### config.mk
export PLATFORM = sky130hd
export DESIGN_NAME = wb_stage
export DESIGN_NICKNAME = d
export VERILOG_FILES = /design/src/rtl/wb_stage.sv
export SDC_FILE = /design/constraint.sdc
export NUM_CORES = 1
export LEC_CHECK = 0
export CORE_AREA = 2 2 146 148
export CTS_CLUSTER_DIAMETER = 80
export CTS_CLUSTER_SIZE = 10
export DETAILED_ROUTE_END_ITERATION = 8
export DIE_AREA = 0 0 148 150
export PLACE_DENSITY_LB_ADDON = 0.05
export SYNTH_ARGS = -nofsm -noshare
export SYNTH_HDL_FRONTEND = slang
export SYNTH_SLANG_ARGS = --single-unit
### constraint.sdc
create_clock -name clk -period 4.1 [get_ports clk]
set_input_delay 0.82 -clock clk [delete_from_list [all_inputs] [get_ports clk]]
set_output_delay 0.82 -clock clk [all_outputs]
set_load 0.02 [all_outputs]
### src/rtl/wb_stage.sv
// wb_stage: EX->WB register, write-back select, GPIO output register, retire counter.
// Define WB_FORWARD_EN to forward the WB result onto the EX operand outputs.
module wb_stage #(
    parameter int XLEN  = 32,
    parameter int CNT_W = 32
) (
    input  logic             clk,
    input  logic             rst_n,
    input  logic             valid_EX,
    input  logic             stall,
    input  logic             flush,
    input  logic             regwrite_EX,
    input  logic [1:0]       regsel_EX,
    input  logic             GPIO_we_EX,
    input  logic [4:0]       rd_EX,
    input  logic [4:0]       rs1_EX,
    input  logic [4:0]       rs2_EX,
    input  logic [XLEN-1:0]  rf_rs1_data,
    input  logic [XLEN-1:0]  rf_rs2_data,
    input  logic [XLEN-1:0]  alu_result_EX,
    input  logic [19:0]      imm_u_EX,
    input  logic [XLEN-1:0]  gpio_in,
    input  logic [XLEN-1:0]  gpio_wdata_EX,
    output logic             regwrite_WB,
    output logic [4:0]       rd_WB,
    output logic [XLEN-1:0]  writedata_WB,
    output logic [XLEN-1:0]  gpio_out,
    output logic [CNT_W-1:0] retired,
    output logic [XLEN-1:0]  fwd_rs1_data,
    output logic [XLEN-1:0]  fwd_rs2_data
);

    logic            accept;
    logic            bubble;
    logic            sel_wr;
    logic [XLEN-1:0] wb_sel;

    assign accept = valid_EX & ~stall & ~flush;
    assign bubble = flush | (~valid_EX & ~stall);

    // regsel 11 is a no-write encoding: value zero and write suppressed
    always_comb begin
        wb_sel = '0;
        sel_wr = 1'b0;
        unique case (regsel_EX)
            2'b00: begin
                wb_sel = gpio_in;
                sel_wr = 1'b1;
            end
            2'b01: begin
                wb_sel = XLEN'({imm_u_EX, 12'b0});
                sel_wr = 1'b1;
            end
            2'b10: begin
                wb_sel = alu_result_EX;
                sel_wr = 1'b1;
            end
            2'b11: begin
                wb_sel = '0;
                sel_wr = 1'b0;
            end
        endcase
    end

    always_ff @(posedge clk or negedge rst_n) begin
        if (!rst_n) begin
            regwrite_WB  <= 1'b0;
            rd_WB        <= '0;
            writedata_WB <= '0;
        end else if (accept) begin
            regwrite_WB  <= regwrite_EX & (rd_EX != 5'd0) & sel_wr;
            rd_WB        <= rd_EX;
            writedata_WB <= wb_sel;
        end else if (bubble) begin
            regwrite_WB  <= 1'b0;
            rd_WB        <= '0;
            writedata_WB <= '0;
        end
    end

    always_ff @(posedge clk or negedge rst_n) begin
        if (!rst_n) begin
            gpio_out <= '0;
        end else if (accept && GPIO_we_EX) begin
            gpio_out <= gpio_wdata_EX;
        end
    end

    always_ff @(posedge clk or negedge rst_n) begin
        if (!rst_n) begin
            retired <= '0;
        end else if (accept) begin
            retired <= retired + CNT_W'(1);
        end
    end

`ifdef WB_FORWARD_EN
    logic wb_live;

    assign wb_live = regwrite_WB & (rd_WB != 5'd0);

    assign fwd_rs1_data = (wb_live && rd_WB == rs1_EX) ? writedata_WB : rf_rs1_data;
    assign fwd_rs2_data = (wb_live && rd_WB == rs2_EX) ? writedata_WB : rf_rs2_data;
`else
    logic unused_idx;

    assign unused_idx   = ^{rs1_EX, rs2_EX};
    assign fwd_rs1_data = rf_rs1_data;
    assign fwd_rs2_data = rf_rs2_data;
`endif

endmodule

**Word level (Yosys, flattened, before mapping)**

Index checks and enable logic that the tools add are counted.
Widths: inputs -> output; s select.

- Bitwise logic cells: 9
- Reductions and logical operators: 5
- Add/sub/neg operators: 1
- Multiplexer cells: 8
- Equal/unequal tests: 3

Operators with widths:

| cell | count |
|---|---|
| $pmux 32 s4 | 1 |
| $mux 32 | 2 |
| $add 32x1->32 const B | 1 |
| $mux 5 | 2 |
| $and 1x1->1 | 5 |
| $reduce_bool 5->1 | 1 |
| $eq 2x2->1 const B | 2 |
| $not 1->1 | 3 |
| $reduce_or 3->1 | 1 |
| $eq 2x1->1 const B | 1 |
| $logic_not 2->1 | 1 |
| $mux 1 | 2 |
| $pmux 1 s2 | 1 |
| $reduce_bool 2->1 | 1 |
| $logic_and 1x1->1 | 1 |
| $or 1x1->1 | 1 |

- Input port bits: 204
- Register bits: 102
- Output and inout port bits: 166
- Word-level logic and storage cells: 31

**Depth between registers and ports, before layout**

Gate-level depths: netlist (run 1).

- Depth after elaboration: 5
- Gate-level depth with buffers: 6
- Mapped depth without buffers: 5

**Least setup slack after synthesis (run 1)**

Ideal clock, no wire load.

- Path kind: input -> register
- Start point: input port stall
- End point: register gpio_out[10]
- Stages on the path: 5
- Slack: 2.102 ns
- Arrival time: 1.874 ns
- Path buffers: 2
- Cells stage by stage: nor3b_2 > and2_1 > clkbuf_1 > buf_4 > mux2_2

- Cells in the longest elaborated chain, start to end: 4

RTL lines:

| item | RTL line | RTL |
|---|---|---|
| start, declared | 10 | `input logic stall,` |
| $not 1->1 | 38 | `assign accept = valid_EX & ~stall & ~flush;` |
| $and 1x1->1 (2 in a row) | 38 |  |
| $logic_and 1x1->1 | 84 | `end else if (accept && GPIO_we_EX) begin` |
| end signal, assigned | 85 | `gpio_out <= gpio_wdata_EX;` |
| end, declared | 27 | `output logic [XLEN-1:0] gpio_out,` |

Every way passes these cells.
A chain may end at the register's enable or synchronous reset.

**Final worst setup path (run 1)**

- Start point: input port regsel_EX[1]
- End point: register writedata_WB[18]

- Cells in the longest elaborated chain, start to end: 3
- Elaborated cells between the ends (all ways): 6
- Those cells by class: eq/ne (3); mux (2); reduce/logical (1)

RTL lines:

| item | RTL line | RTL |
|---|---|---|
| start, declared | 13 | `input logic [1:0] regsel_EX,` |
| $eq 2x2->1, or another cell as far along | 45 | `unique case (regsel_EX)` |
| $pmux 32 s4 * | 45 |  |
| $mux 32 * | 70 | `end else if (accept) begin` |
| end signal, assigned | 73 | `writedata_WB <= wb_sel;` |
| end, declared | 26 | `output logic [XLEN-1:0] writedata_WB,` |

Every way passes the cells marked *; elsewhere a longest branch is shown, timed or not.

==> results of run 1 <==
[final cells by class]
cell class | count | share of cell area, %
clock buffers | 10 | 3.18
clock inverters | 6 | 0.899
inverters | 2 | 0.0998
multi-input cells | 257 | 25.9
flip-flops and latches | 102 | 33.9
well taps | 275 | 4.58
repair buffers | 238 | 31.4
[kinds of logic after synthesis]
logic type / count (synthesis)
AOI/OAI and AO/OA: 58
xor gates and xnor gates: 31
adders and majority gates: 1
buffers and inverters: 88
DFF: 102
muxes: 65
and+or+nand+nor: 102
[sequential cells by signal (all words and copies together), names as in the netlist]
| name | count |
|---|---|
| gpio_out | 32 |
| retired | 32 |
| writedata_WB | 32 |
| rd_WB | 5 |
| regwrite_WB | 1 |
[cells in the mapped netlist (3+ instances only)]
library cell	count	share of area, %
dfrtp_1	102	50
buf_4	67	9.9
nand2_1	44	3.3
o21ai_0	33	3.3
mux2_2	32	7.1
mux2i_1	32	6.3
a22o_1	25	4.3
xnor2_1	24	4.1
nand4_1	14	1.7
clkbuf_1	12	0.89
nand3_1	12	1.2
nor2_1	7	0.52
xor2_1	7	1.2
and3_1	5	0.62
buf_2	4	0.39
nor3_1	4	0.39
buf_1	3	0.22
[routing by layer]
metal,part of all wire [%],wire (microns)
met1,41,6190
met2,47,7160
met3,10,1510
met4,1.6,234
met5,0,0
[power groups by stage]
stage                     Clock [mW]  Combinational, mW  Sequential (mW)
after floorplan                    0              0.257             1.34
after global placement             0              0.722             1.21
after detailed placement           0              0.724             1.21
after CTS                      0.940              0.725             1.20
after global routing           0.979              0.762             1.21
final                          0.900              0.709             1.19
[worst paths after layout]
path                                               from                           end  depth (start not counted)
worst max-delay path                       regsel_EX[1]  writedata_WB[18]$_DFFE_PN0P_                          7
worst min-delay path            retired[31]$_DFFE_PN0P_       retired[31]$_DFFE_PN0P_                          1
worst max register to register   retired[8]$_DFFE_PN0P_       retired[29]$_DFFE_PN0P_                          4
worst min register to register  retired[31]$_DFFE_PN0P_       retired[31]$_DFFE_PN0P_                          1
max in group asynchronous                         rst_n       gpio_out[0]$_DFFE_PN0P_                          2
min in group asynchronous                         rst_n      gpio_out[27]$_DFFE_PN0P_                          1
==> run summary, run 1 <==
After synthesis, the largest family of logic cells by area is multiplexers. For met2 alone, demand over resource in global routing was 22.2%. The average detailed-routed wire length per instance is 17.0 microns. Summing the areas of all and, or, nand and nor instances in the mapped netlist gives 11.3% of the synthesized area. The number of nets in the synthesized netlist is 652. The pre-antenna-repair detailed-routing pass consisted of 4 iterations. The TritonCTS buffer count was 9; the number of enable flip-flop cells after synthesis was 0. The maximum VDD drop is 127 uV, and the starting density of the core is 24.5%.

The number of global-route vias before repair came out at 4100. The most common cell after layout, fill and taps aside was clkdlybuf4s50_1. The slowest cell on the critical path is nor2b_1. Post-cts resize count: 0. Grouping stages by cell kind, the critical path spends the most delay in buffers and inverters. The run gives 4.39 ns as the required time reported for the critical path endpoint. Measured against its own limit, the worst slew margin works out to 36.3%.

For the count of nets left with antenna violations after detail routing, the log shows 0. The floorplan step set the die height to 150 microns. Category of the critical setup timing path: input pin to flop. The logic gate share of total power was 25.3%. The number of antenna diodes in the final layout is 0. After global routing, the most crowded layer is met2. The met1 track demand over resource was 16.7%; the placed wire-length estimate after detailed placement was 11.3 mm. Across the routed clock network, the largest skew measured is 0.00551 ns. The total congestion overflow after global routing is 0. Summing the areas of all compound-gate instances in the mapped netlist gives 7.57% of the synthesized area. In the routed layout, each cell is associated on average with a via count of 4.38. The tools report the H-tree level count as 3. After technology mapping, the gate count stands at 447. The root buffer cell chosen for the clock tree is clkbuf_16. At the worst endpoint, the arrival time is 2.80 ns.

The run gives 2 as the maximum clock insertion buffer count. The tools report the setup violation total in the final timing report as 0. The die covers 22200 sq um. The tools report the post-route standard cell area excluding fillers as 7520 sq um. The fraction of final layout cells sized beyond drive strength 1 was 10.2%; the count of final hold-check violations was 0.

At the pin with the least slew margin, the transition time is 0.953 ns. For the leakage power, the log shows 3.14 nW. The share of the Yosys chip area taken by registers is 50.3%. Across every metal layer, demand over resource in global routing totals 13.7%. For this run, the share of the core covered by cells in the final layout is 36.3%. I/O pin count: 370. The fraction of power spent switching nets is 28.6%. The met3 capacity usage during global routing is 5.64%, and the sum of negative setup slack is 0 ns. The clock transition at the registers of the reported paths came out at 0.07 ns. Measured along the x axis, the die boundary spans 148 microns. Total power for the finished layout comes to 2.80 mW. The number of fill cells was 2108.

In this design, the critical path's most frequently occurring cell is buf_4. The run gives 0 as the count of final max-slew check failures. Counting both buffers and inverters, the worst setup path holds a total of 3.

The synthesis-to-layout area growth works out to 48.2%. In the final layout, the multi-input gates occupy 1950 sq um. STA classifies the critical path startpoint as an input pin.

The async set-reset flop share out of synthesis is 100%, and the final hold slack is 0.479 ns. After the flow finishes, the layout carries non-filler instances totaling 890. The via total after detailed routing is 3902, and the area share of xor/xnor cells in the synthesized design is 5.35%.

Prior to clock tree synthesis, the placed netlist has a worst setup slack of 1.21 ns. Number of violations reported at the end of detailed-routing iteration 0: 112. In the final design database the tool counted 815 nets. The largest single stage delay on the critical path is 0.49 ns. The logs give 0 for the number of antenna violations at the first check in global routing and 2.28 ns for the minimum setup slack among reg-to-reg paths.

In the layout the commonest cells are clkdlybuf4s50_1 (230), dfrtp_1 (102), nand2_1 (44). The path type of the worst min-delay path was flop to flop. In this run, synthesis produced a sequential element count of 102. TritonCTS built the clock tree. In this run the core area contains 53 standard-cell rows. The register area is 2550 sq um, and the clock sink count is 102. The signal on the critical path passes through clkdlybuf4s50_1 > buf_4 > nor2b_1 > buf_4 > nand2_1 > o21ai_0 > a22o_1. Of all nets on the critical path, the largest fanout is 34. The run gives 15.1 mm as the wire length reported by the detailed router. For the placed standard-cell area, the log shows 7210 sq um.

The synthesized netlist occupies a cell area of 5070 sq um. The run gives 2.00 mW as the internal portion of total power. The total power per unit cell area was 373 nW/um^2; the ratio of final minimum period to clock period was 61.1%. Per report_power, the clock group accounts for 32.1% of the total. Entering global routing, the biggest net connects 51 pins.

The tools report the worst path setup slack after routing as 1.59 ns. Summing the areas of all fa, ha and maj instances in the mapped netlist gives 0.247% of the synthesized area. The core region is 20700 sq um. Sequential cells burn 42.6% of the power. Derived from the worst setup path, the maximum achievable clock frequency is 0.399 GHz. Setup repair after global routing left no endpoint under its margin. Buffers inserted during post-CTS setup optimization: 0. The flow ran to the end, and the final reports show no timing, DRC or antenna violations.

The mux contribution to synthesized area works out to 13.6%. Once placement completed, the tool counted placed cells totaling 874. At the later pin of the worst-skew pair, clock insertion delay measures 0.35 ns. A synthesized cell averages 11.3 sq um.

The netlist uses 33 different library cells. The tools report the post-route DRC violation count as 0. In this run, post-CTS hold repair placed 0 buffers.

Subtracting the final worst setup slack from the clock period gives 2.51 ns. The first global-routing pass estimated 23.5 mm of wire. Total of warnings raised by yosys: 0. The max-capacitance violation count came out at 0. The switching power summed over all nets was 802 uW. The congestion estimate from routability-driven global placement came to 0.728. For this run, the leading register cell type out of synthesis is dfrtp_1.

During placement, the flow inserted port buffers numbering 231. The endpoint type of the worst setup path was a flop.
Power figures use the tool's default switching activity.
==> run 2: changes to the inputs <==
- CORE_AREA: 2 2 146 148 -> 2 2 145 147
- DIE_AREA: 0 0 148 150 -> 0 0 147 149
- clock period: 4.1 -> 2.2 ns (I/O delays scaled with it)
==> run summary, run 2 (synthesis results as in run 1) <==
The run finished with clean final reports. The overall die width was 147 microns (-0.68%). The post-route DRC violation count is 0 (unchanged), and the post-place setup slack is -0.0896 ns (-1.30 ns).

The number of antenna violations at the first check in global routing came out at 0 (unchanged). The tools report the total congestion overflow after global routing as 0 (unchanged). The maximum number of pins on one net before global-route repair is 41 (-20%), and the slew at the pin closest to its max-slew limit is 0.595 ns (-0.358 ns). TritonCTS buffer count: 9 (unchanged).

The starting density of the core came out at 24.7% (+0.16 points). The average via count per standard cell came out at 4.34 (-1.0%). The post-cts resize count is 0 (unchanged), and the total global-route track usage is 13.5% (-0.20 points).

The placed wire-length estimate after detailed placement was 11.3 mm (-0.19%). Clock sink count: 102 (unchanged). In this run the critical register-to-register path is captured at retired[30]$_DFFE_PN0P_. The tools report the worst path setup slack after routing as 0.273 ns (-1.32 ns). The setup violation total in the final timing report was 0 (unchanged); the wire length of the first global-routing pass was 23.1 mm (-1.7%). The signal on the critical path passes through clkdlybuf4s50_1.

The count of final max-slew check failures came out at 0 (unchanged). The library cell used most frequently in the layout, excluding fill and tap cells, is clkdlybuf4s50_1. The run gives 0.35 ns (about the same) as the insertion delay to the later sink of the worst-skew pair. The core footprint is 20600 sq um (-0.64%), and the clock transition at the registers of the reported paths is 0.07 ns (about the same). The tools report the root buffer cell as clkbuf_16. The buffer and inverter count on the worst path is 1 (-2).

The endpoint type of the worst setup path is a primary output. The H-tree level count was 3 (unchanged). The path type of the worst min-delay path was flop to flop. The average detailed-routed wire length per instance was 16.4 microns (-3.4%).

The number of violations reported at the end of detailed-routing iteration 0 is 72 (-36%), and the die height is 149 microns (-0.67%). The largest registers in the layout are gpio_out (32), retired (32), writedata_WB (32). The endpoint of the worst hold path is writedata_WB[1]$_DFFE_PN0P_. The tools report the signal arrival time at the worst endpoint as 1.49 ns (-1.31 ns). After layout, the worst path uses 87.6% of the clock period. The relative slew slack came out at 60.1% (+24 points).

The worst setup path is launched from a flop. The worst hold path cell count is 2 (+1), and the total of buffers placed on input and output ports is 231 (unchanged). The number of nets in the layout came out at 826 (+1.3%). The I/O pin count was 370 (unchanged). The tools report the cell row count as 53 (unchanged). The startpoint identified for the worst hold timing path is writedata_WB[1]$_DFFE_PN0P_. The category of the critical setup timing path is flop to primary output. The maximum fanout encountered on the critical timing path is 6 (-82%). The run gives 3.20 nW (+1.7%) as the leakage power.

The count of final hold-check violations was 0 (unchanged). The tools report the count of nets left with antenna violations after detail routing as 0 (unchanged). The peak clock frequency supported by timing was 0.519 GHz.

From synthesis to final layout, the design area changed by 50.4%. The via total after detailed routing was 3909 (+0.18%). The tools report the area enclosed by the die boundary as 21900 sq um (-1.3%).

The run gives 7340 sq um (+1.7%) as the placed standard-cell area. The logs give 4232 (+3.2%) for the number of global-route vias before repair and 0.727 (about the same) for the final RePlAce weighted congestion. The largest individual stage delay along the critical path comes from the cell clkdlybuf4s50_1. The tools report the total power as 5.09 mW (+82%). Setup repair after global routing left no endpoint under its margin. The startpoint identified for the worst register-to-register timing path is retired[7]$_DFFE_PN0P_.

Biggest cell delay along the critical path: 0.66 ns (+0.17 ns). Cell family with the largest share of critical-path delay: buffers and inverters. The maximum clock insertion buffer count was 2 (unchanged).

The post-route clock skew came out at 0.00568 ns (+0.000169 ns). For the finished layout, the period the worst path requires is 1.93 ns. The total iterations of the first detailed-routing run came out at 4 (unchanged).

The maximum VDD drop is 286 uV (+120%). The fraction of final layout cells sized beyond drive strength 1 works out to 11.3% (+1.1 points). The length in cells of the worst reg-to-reg path was 4 (unchanged); the post-route standard cell area excluding fillers was 7630 sq um (+1.4%). TritonCTS built the clock tree. For the antenna diode instance count, the log shows 0 (unchanged). The logs give 14.8 mm (-2.2%) for the wire length reported by the detailed router and 0 (unchanged) for the max-capacitance violation count.

The required time reported for the critical path endpoint is 1.76 ns (-2.63 ns). The total power per unit cell area is 667 nW/um^2 (+79%). The tools report the minimum setup slack among reg-to-reg paths as 0.41 ns (-1.87 ns). The top cell types in the final layout, fill and taps aside, are clkdlybuf4s50_1 (230), dfrtp_1 (102), nand2_1 (44).
-- run 2: through the flow --
step / hold slack [ns] / setup TNS, ns / utilization (%) / instances
2_1_floorplan: 0.144 / 0 / - / 447
3_3_place_gp: 0.375 / -0.370 / 35.7 / 884
3_5_place_dp: 0.382 / -0.838 / 35.7 / 884
4_1_cts: 0.491 / 0 / 37.1 / 901
5_1_grt: 0.525 / 0 / 37.1 / 901
6_report: 0.487 / 0 / 37.1 / 901
-- run 2: repair_timing --
action                    CTS  global route
setup buffers               0             0
hold buffers                1             0
hold endpoints to repair    6             0
-- run 2: power by group --
part           internal (mW)  switching, mW  leakage (nW)
sequential              2.07          0.152          1.34
combinational          0.751          0.587          1.72
clock                  0.804          0.721         0.129
-- run 2: area by class of cell --
class	count	area (sq um)
Timing Repair Buffer	249	2500
Sequential cell	102	2550
Clock buffer	12	246
Fill cell	2052	12900
Multi-Input combinational cell	257	1950
Tap cell	275	344
Inverter	2	7.51
Clock inverter	4	32.5
-- run 2: worst max path at each step --
stage,start,endpoint,slack (ns),cells past startpoint
6_report,retired[8]$_DFFE_PN0P_,retired[8],0.27,1
5_1_grt,flush,writedata_WB[9]$_DFFE_PN0P_,0.13,6
4_1_cts,retired[8]$_DFFE_PN0P_,retired[8],0.25,1
3_5_place_dp,flush,writedata_WB[3]$_DFFE_PN0P_,-0.09,6
3_3_place_gp,flush,writedata_WB[4]$_DFFE_PN0P_,-0.05,6
2_1_floorplan,stall,gpio_out[10]$_DFFE_PN0P_,0.58,5
-- run 2: per-layer routing --
layer | track usage [%] | up-vias | wire, microns
met2 | 22.7 | 168 | 7120
met1 | 15.4 | 1863 | 5870
met3 | 5.57 | 37 | 1440
met5 | 0 | - | 0
li1 | - | 1841 | -
met4 | 5.48 | 0 | 318
